### config.mk
export PLATFORM = sky130hd
export DESIGN_NAME = adam_periph_uart_tx_arb
export DESIGN_NICKNAME = d
export VERILOG_FILES = /design/src/rtl/adam_periph_uart_pkg.sv /design/src/rtl/adam_rr_pick.sv /design/src/rtl/adam_periph_uart_tx_arb.sv
export SDC_FILE = /design/constraint.sdc
export NUM_CORES = 1
export LEC_CHECK = 0
export CORE_UTILIZATION = 30
export CTS_CLUSTER_SIZE = 40
export DETAILED_ROUTE_END_ITERATION = 8
export GPL_ROUTABILITY_DRIVEN = 0
export PLACE_DENSITY = 0.83
export SLEW_MARGIN = 20
export SYNTH_ARGS = -nofsm -noshare
export SYNTH_HDL_FRONTEND = slang
export SYNTH_SLANG_ARGS = --single-unit
### constraint.sdc
create_clock -name clk -period 2.3 [get_ports clk]
set_input_delay 0.46 -clock clk [delete_from_list [all_inputs] [get_ports clk]]
set_output_delay 0.46 -clock clk [all_outputs]
set_load 0.05 [all_outputs]
### src/rtl/adam_periph_uart_pkg.sv
// adam_periph_uart_pkg: shared types and helpers for the ADAM UART peripheral
//   uart_tx_arb_state_t : state encoding of the UART TX stream arbiter
//   idw()               : index width for n requesters, never below one bit
package adam_periph_uart_pkg;

    typedef enum logic [1:0] {PAUSED, IDLE, GRANT} uart_tx_arb_state_t;

    function automatic int idw(input int n);
        return (n > 1) ? $clog2(n) : 1;
    endfunction

endpackage

### src/rtl/adam_rr_pick.sv
// adam_rr_pick: combinational round-robin picker
//   req   : request vector, one bit per requester
//   ptr   : index with highest priority; priority falls with distance ptr, ptr+1, ... mod NO_MSTS
//   found : at least one request is set
//   idx   : first requesting index at or after ptr (0 when nothing is found)
module adam_rr_pick
    import adam_periph_uart_pkg::*;
#(
    parameter int NO_MSTS = 4,
    localparam int IDW = idw(NO_MSTS)
) (
    input  logic [NO_MSTS-1:0] req,
    input  logic [IDW-1:0]     ptr,
    output logic               found,
    output logic [IDW-1:0]     idx
);

    logic [2*NO_MSTS-1:0] dbl;
    logic [NO_MSTS-1:0]   rot;

    // rot[k] is the request at (ptr + k) mod NO_MSTS
    assign dbl = {req, req} >> ptr;
    assign rot = dbl[NO_MSTS-1:0];

    always_comb begin
        found = |req;
        idx   = '0;
        // scan from the far end so the nearest request wins
        for (int k = NO_MSTS - 1; k >= 0; k--) begin
            if (rot[k]) idx = IDW'((int'(ptr) + k) % NO_MSTS);
        end
    end

endmodule

### src/rtl/adam_periph_uart_tx_arb.sv
// adam_periph_uart_tx_arb: round-robin burst arbiter in front of the UART TX stream
//   clk, rst   : clock, asynchronous active-low reset
//   pause_req  : pause request; pause_ack acknowledges once no word is in flight
//   slv_*      : NO_MSTS requester streams (data/valid in, ready out)
//   mst_*      : single stream towards the UART TX slave port
//   grant_id   : current or last grantee
//   busy       : high while a requester holds the grant
module adam_periph_uart_tx_arb
    import adam_periph_uart_pkg::*;
#(
    parameter int DATA_WIDTH = 32,
    parameter int NO_MSTS    = 4,
    parameter int MAX_BURST  = 16,
    localparam int IDW = idw(NO_MSTS)
) (
    input  logic                                clk,
    input  logic                                rst,
    input  logic                                pause_req,
    output logic                                pause_ack,
    input  logic [NO_MSTS-1:0][DATA_WIDTH-1:0]  slv_data,
    input  logic [NO_MSTS-1:0]                  slv_valid,
    output logic [NO_MSTS-1:0]                  slv_ready,
    output logic [DATA_WIDTH-1:0]               mst_data,
    output logic                                mst_valid,
    input  logic                                mst_ready,
    output logic [IDW-1:0]                      grant_id,
    output logic                                busy
);

    localparam int BCW = $clog2(MAX_BURST + 1);
    localparam logic [BCW-1:0] LAST_BEAT = BCW'(MAX_BURST - 1);
    localparam logic [IDW-1:0] LAST_ID   = IDW'(NO_MSTS - 1);
    localparam logic [NO_MSTS-1:0] ONE   = NO_MSTS'(1);

    uart_tx_arb_state_t state;
    logic [IDW-1:0] ptr;
    logic [IDW-1:0] pick_idx;
    logic [IDW-1:0] next_ptr;
    logic [BCW-1:0] beat_cnt;
    logic           pick_found;
    logic           in_grant;
    logic           hs;
    logic           release_now;

    adam_rr_pick #(.NO_MSTS(NO_MSTS)) u_pick (
        .req   (slv_valid),
        .ptr   (ptr),
        .found (pick_found),
        .idx   (pick_idx)
    );

    // pure pass-through of the grantee; mst_valid never depends on mst_ready
    assign in_grant  = state == GRANT;
    assign mst_data  = slv_data[grant_id];
    assign mst_valid = in_grant & slv_valid[grant_id];
    assign slv_ready = (in_grant & mst_ready) ? ONE << grant_id : '0;
    assign hs        = mst_valid & mst_ready;
    assign next_ptr  = (grant_id == LAST_ID) ? '0 : grant_id + 1'b1;

    // a stalled word (valid & !ready) blocks the pause term, so it is never withdrawn
    assign release_now = (hs & (beat_cnt == LAST_BEAT))
                       | ~slv_valid[grant_id]
                       | (pause_req & (~mst_valid | hs));

    always_ff @(posedge clk or negedge rst) begin
        if (!rst) begin
            state     <= PAUSED;
            ptr       <= '0;
            grant_id  <= '0;
            beat_cnt  <= '0;
            pause_ack <= 1'b1;
            busy      <= 1'b0;
        end else begin
            case (state)
                PAUSED: begin
                    if (!pause_req) begin
                        state     <= IDLE;
                        pause_ack <= 1'b0;
                    end
                end
                IDLE: begin
                    if (pause_req) begin
                        state     <= PAUSED;
                        pause_ack <= 1'b1;
                    end else if (pick_found) begin
                        state    <= GRANT;
                        grant_id <= pick_idx;
                        beat_cnt <= '0;
                        busy     <= 1'b1;
                    end
                end
                GRANT: begin
                    if (hs) beat_cnt <= beat_cnt + 1'b1;
                    // always pass through IDLE so the next grant sees the rotated pointer
                    if (release_now) begin
                        ptr       <= next_ptr;
                        state     <= pause_req ? PAUSED : IDLE;
                        pause_ack <= pause_req;
                        busy      <= 1'b0;
                    end
                end
                default: state <= PAUSED;
            endcase
        end
    end

endmodule

==> results.md, run 1 <==
* Status: finished, final reports clean
* CTS Root Cell: clkbuf_8
* Req. time, crit path at 1840 ps
* Pwr dens at 1210 mW/mm²
* Worst-path clk slew at 50 ps
* Switching power at 2.32 mW
* Crit-path max FO at 31
* Mapped cell area at 0.00174 mm²
* Crit path kind: flip-flop to output pin
* Most frequent cell after synthesis: mux4_2
* RSZ-0062 raised after global routing: no
* Antenna violations before repair at 0
* Max Buffers Root-to-Sink at 2
* Critical Path AT at 1760 ps
* Max-cap violation count at 0
* Fin. max-slew vios at 0
* IO Pins at 177
* Critical-path cell list: buf_12 > mux4_2 > buf_12
* Row count at 27
* Share of layout cells above drive strength 1 at 29.8%
* Largest net degree at the start of global routing at 32
* Synth top cells by count: mux4_2, dfrtp_1, ha_1, inv_1
* Initial DRC Count at 94
* Die ar. at 0.00612 mm²
* Internal Power at 2.62 mW
* Top cell type by total area after synthesis: mux4_2
* Netlist cell types at 36
* Most Frequent Cell on Critical Path: buf_12
* First drt pass iteration count at 4
* Crit start category: flip-flop
* Hold Fails Final Rpt at 0
* Max rail drop VDD at 744 µV
* Syn Nets at 288
* Slew headroom at 61.0%
* Clock network fraction of total power at 4.1%
* Final Power at 4.94 mW
* Global route total overflow at 0
* CTS Sinks at 13
* Global Route Usage Sum at 26.4%
* Clock Skew at 2.84 ps
* Finished Core Util at 73.7%
* Hold slack at 528 ps
* Tmin final at 2220 ps
* Routed vias/inst at 5.17
* HP Class: flip-flop to flip-flop
* Synthesized flop and latch total at 13
* Critical-path top delay cell: dfrtp_1
* Final WS setup at 80.4 ps
* Total number of vias at 2054
* CTS Buf Count at 3
* Core Region at 0.00554 mm²
* Critical path buffers and inverters at 2
* Setup TNS at 0 ps
* CTS tree: yes
* Comb pwr share at 87.2%
* Initial Utilization at 31.5%
* WL per Instance at 19.6 µm
* Synth async-reset ratio at 100%
* Die X at 78.2 µm
* Mapped Avg Cell Area at 12.3 µm²
* Antenna-violating nets left at 0
* H-tree levels at 1
* Yosys warns at 0
* Final number of setup-violating endpoints at 0
* Fmax at 451 MHz
* ANT cells at 0
* Worst Max-Slew Pin Slew at 583 ps
* Slowest stage delay, CP at 680 ps
* PortBufs at 176
* Post-route DRC violation count at 0
* Cts hold-fix bufs at 0
* Sw frac at 47.0%
* Synth top area share at 42.6%
* Fill count at 394
* EDFF count, synth at 0
* DP HPWL at 6760 µm
* Primary FF master, synth: dfrtp_1
* LEAKAGE at 1.65 nW
* Pre-CTS WS at -45.3 ps
* Top area cells in the synthesized netlist: mux4_2, dfrtp_1, ha_1
* Top delay family on crit path: flip-flops
* Post-Route WL at 7800 µm
* Skew-Pair Late Insertion Delay at 240 ps
* Vias in the first global route at 2174
* CP Capture Type: output pin
* Tcrit/Tclk final at 96.5%
* Seq pwr share at 8.7%
* Vert. Die Dim at 78.2 µm
* First-pass GRT wire length at 12200 µm
* Register area share after synthesis at 18.7%
* Syn Inst Count at 142
* Final Net Count at 472
* Area Overhead vs Synth at 134%
## sequential cells by signal, summed over array words and instances, names as in the netlist
| name | count |
|---|---|
| busy | 1 |
| state | 2 |
| beat_cnt | 5 |
| ptr | 2 |
| pause_ack | 1 |
| grant_id | 2 |
## metal layers
metal / up-vias / GRT usage, % / share of wire, %
met1: 986 / 31.8 / 38
met2: 109 / 45.5 / 51
met5: - / 0 / 0
li1: 936 / - / -
met3: 23 / 6.05 / 7.7
met4: 0 / 10.2 / 3.3
## worst paths after layout
kind / from / slack [ps] / cells past startpoint / to
worst min register to register: beat_cnt[3] / 530 / 1 / beat_cnt[3]
max in group asynchronous: rst / 1300 / 1 / grant_id[0]
min in group asynchronous: rst / 590 / 1 / beat_cnt[1]
worst max register to register: beat_cnt[0] / 240 / 7 / state[0]
worst min-delay path: beat_cnt[3] / 530 / 1 / beat_cnt[3]
worst max-delay path: grant_id[1] / 80 / 3 / mst_data[27]
## cells in the final DEF, fill, tap and decap left out, types with 2 or more instances in the layout
master / Yosys / layout
nand2_1: 7 / 7
buf_12: 0 / 39
ha_1: 10 / 10
a21oi_1: 5 / 5
clkdlybuf4s50_1: 0 / 135
o21a_1: 2 / 2
nand2b_1: 6 / 6
inv_1: 8 / 8
mux2_2: 2 / 2
and3_1: 6 / 6
nor2b_1: 2 / 2
buf_4: 2 / 13
o21ai_0: 6 / 6
nand3_1: 3 / 3
mux2i_1: 7 / 7
dfrtp_1: 12 / 11
nor3b_1: 2 / 2
mux4_2: 33 / 33
nand3b_1: 2 / 2
nor2_1: 4 / 4
clkbuf_8: 0 / 3
## final cells by class
type | count | area, µm² | area share [%]
repair buffers | 189 | 2250 | 55.2
well taps | 72 | 90.1 | 2.21
flip-flops and latches | 13 | 328 | 8.03
clock buffers | 4 | 45.0 | 1.10
multi-input cells | 111 | 1340 | 32.8
inverters | 8 | 30.0 | 0.736
## through the flow
stage | cell area [µm²] | std cells
final | 4080 | 397
after global routing | 4080 | 397
after CTS | 4060 | 394
after detailed placement | 4010 | 390
after global placement | 4010 | 390
after floorplan | 1740 | 142
## logic make-up (layout without fill, tap and decap cells)
| group | Yosys count | count (layout) | synth area share, % |
|---|---|---|---|
| buffers and inverters | 18 | 201 | 4.59 |
| and+or+nand+nor | 36 | 36 | 11.9 |
| adders and majority gates | 10 | 10 | 7.18 |
| muxes | 43 | 43 | 48.8 |
| AOI/OAI and AO/OA | 22 | 22 | 8.76 |
| DFF | 13 | 13 | 18.7 |
## power groups by stage
stage / clock [mW] / combinational [mW] / sequential [mW]
after CTS: 0.206 / 4.28 / 0.438
after floorplan: 0 / 2.27 / 0.477
after global routing: 0.217 / 4.50 / 0.443
after global placement: 0 / 4.21 / 0.434
after detailed placement: 0 / 4.28 / 0.439
final: 0.203 / 4.31 / 0.428
## what timing repair did
action                                  4_1_cts  5_1_grt
endpoints found under the setup margin        1        8
pin swaps                                     0        0
gates resized for setup                       1        2
setup buffers                                 0        3
Power figures use the tool's default switching activity.
==> run 2: changes to the inputs <==
--- a/config.mk
+++ b/config.mk
@@ -5,11 +5,13 @@
 export SDC_FILE = /design/constraint.sdc
 export NUM_CORES = 1
 export LEC_CHECK = 0
-export CORE_UTILIZATION = 30
+export CELL_PAD_IN_SITES_DETAIL_PLACEMENT = 0
+export CELL_PAD_IN_SITES_GLOBAL_PLACEMENT = 1
+export CORE_UTILIZATION = 20
 export CTS_CLUSTER_SIZE = 40
 export DETAILED_ROUTE_END_ITERATION = 8
 export GPL_ROUTABILITY_DRIVEN = 0
-export PLACE_DENSITY = 0.83
+export PLACE_DENSITY_LB_ADDON = 0.1
 export SLEW_MARGIN = 20
 export SYNTH_ARGS = -nofsm -noshare
 export SYNTH_HDL_FRONTEND = slang
==> results.md, run 2 (same netlist as run 1, synthesis figures left out) <==
* Status: finished, final reports clean
* Post-CTS Resized at 0
* Global route total overflow at 0
* Area of the multi-input gates at 0.00134 mm²
* Hold Crit Start: pause_ack
* Critical Path AT at 1790 ps
* Final number of setup-violating endpoints at 0
* Clock Skew at 3.18 ps
* H-tree levels at 1
* Most common cell after layout, fill and taps aside: clkdlybuf4s50_1
* FF+latch area at 328 µm²
* Total number of vias at 1995
* WL per Instance at 18.1 µm
* Post-Route WL at 7820 µm
* Critical path buffers and inverters at 2
* Max Buffers Root-to-Sink at 2
* Fin. max-slew vios at 0
* IO Pins at 177
* Largest register FFs at 5
* First drt pass iteration count at 4
* Final Net Count at 473
* Clock network fraction of total power at 5.2%
* Most frequent cells in the layout: clkdlybuf4s50_1, buf_4, mux4_2
* Sw frac at 52.8%
* PortBufs at 176
* Pre-CTS WS at 40.2 ps
* Initial Utilization at 20.9%
* Skew-Pair Late Insertion Delay at 240 ps
* First-pass GRT wire length at 11200 µm
* Row count at 33
* Final WS setup at 47.9 ps
* Fmax at 444 MHz
* Share of layout cells above drive strength 1 at 30.1%
* Tmin final at 2250 ps
* Slew headroom at 56.3%
* CTS Root Cell: clkbuf_8
* Reg-to-reg startpoint: beat_cnt[0]
* Top delay family on crit path: buffers and inverters
* Seq pwr share at 9.9%
* Core Region at 0.00834 mm²
* Slowest stage delay, CP at 500 ps
* Max rail drop VDD at 499 µV
* Die ar. at 0.00909 mm²
* Crit-path max FO at 3
* Worst Max-Slew Pin Slew at 654 ps
* Worst-path clk slew at 60 ps
* RSZ-0062 raised after global routing: no
* Vias in the first global route at 1958
* Comb pwr share at 84.9%
* Hold Fails Final Rpt at 0
* Post-CTS Setup Inserts at 0
* Routed vias/inst at 4.63
* Antenna violations before repair at 0
* ANT cells at 0
* Crit path kind: input pin to output pin
* Tcrit/Tclk final at 97.9%
* Crit path from: slv_valid[3]
* Max-cap violation count at 0
* Dpl cells at 427
* Fill count at 794
* Initial DRC Count at 21
* Internal Power at 1.90 mW
* Post-route DRC violation count at 0
* HP Class: flip-flop to flip-flop
* Vert. Die Dim at 95.4 µm
* Fin cells at 431
* Area Overhead vs Synth at 113%
* Global Route Usage Sum at 16.7%
* CTS tree: yes
* CTS Buf Count at 3
* Top reg by flops: beat_cnt
* LEAKAGE at 1.49 nW
* CTS Sinks at 13
* DP HPWL at 6730 µm
* Critical-path cell list: clkdlybuf4s50_1 > mux4_2 > and2_2 > buf_4
* Cts hold-fix bufs at 0
* Pwr dens at 1090 mW/mm²
* Largest net degree at the start of global routing at 32
* CP Capture Type: output pin
* Die X at 95.4 µm
* Crit start category: input pin
* Req. time, crit path at 1840 ps
* Antenna-violating nets left at 0
* Setup TNS at 0 ps
* Switching power at 2.13 mW
* Critical-path top delay cell: mux4_2
[run 2: cell type report]
class | instances | area share (%)
repair buffers | 190 | 49.6
multi-input cells | 111 | 36.0
flip-flops and latches | 13 | 8.82
well taps | 105 | 3.54
clock buffers | 4 | 1.21
inverters | 8 | 0.808
[run 2: stage by stage]
stage	utilization (%)	area [µm²]	hold slack, ps	power, mW
floorplan	-	1740	164	2.74
global placement	44.0	3670	501	3.88
detailed placement	44.0	3670	509	3.86
CTS	44.5	3710	520	4.09
global route	44.5	3710	551	4.28
finish	44.5	3710	511	4.04
[run 2: metal layers]
layer  track usage (%)  part of all wire, %  vias up
met1              19.6                   39      968
met2              30.4                   50       84
met3              3.67                  9.5        6
li1                  -                    -      937
met5                 0                    0        -
met4              4.29                  1.4        0
[run 2: worst register-to-register path, delay by kind of cell, from the launching register on]
family	cells	cell delay, ps
adder cells (fa/ha/maj)	2	430
AO/OA/AOI/OAI	2	340
multiplexers	1	310
AND/OR/NAND/NOR	2	430
flip-flops	1	400
[run 2: final timing paths]
check,endpoint,slack (ps),depth (start not counted)
hold / removal,pause_ack,510,2
min in group asynchronous,busy,620,1
hold reg to reg,pause_ack,510,2
setup / recovery,mst_valid,50,4
setup reg to reg,state[0],280,7
max in group asynchronous,grant_id[0],1220,1
[run 2: power groups by stage]
| stage | combinational [mW] | clock (mW) | sequential [mW] |
|---|---|---|---|
| 2_1_floorplan | 2.27 | 0 | 0.477 |
| 3_5_place_dp | 3.46 | 0 | 0.403 |
| 5_1_grt | 3.64 | 0.227 | 0.412 |
| 6_report | 3.43 | 0.211 | 0.398 |
| 3_3_place_gp | 3.48 | 0 | 0.404 |
| 4_1_cts | 3.47 | 0.220 | 0.401 |
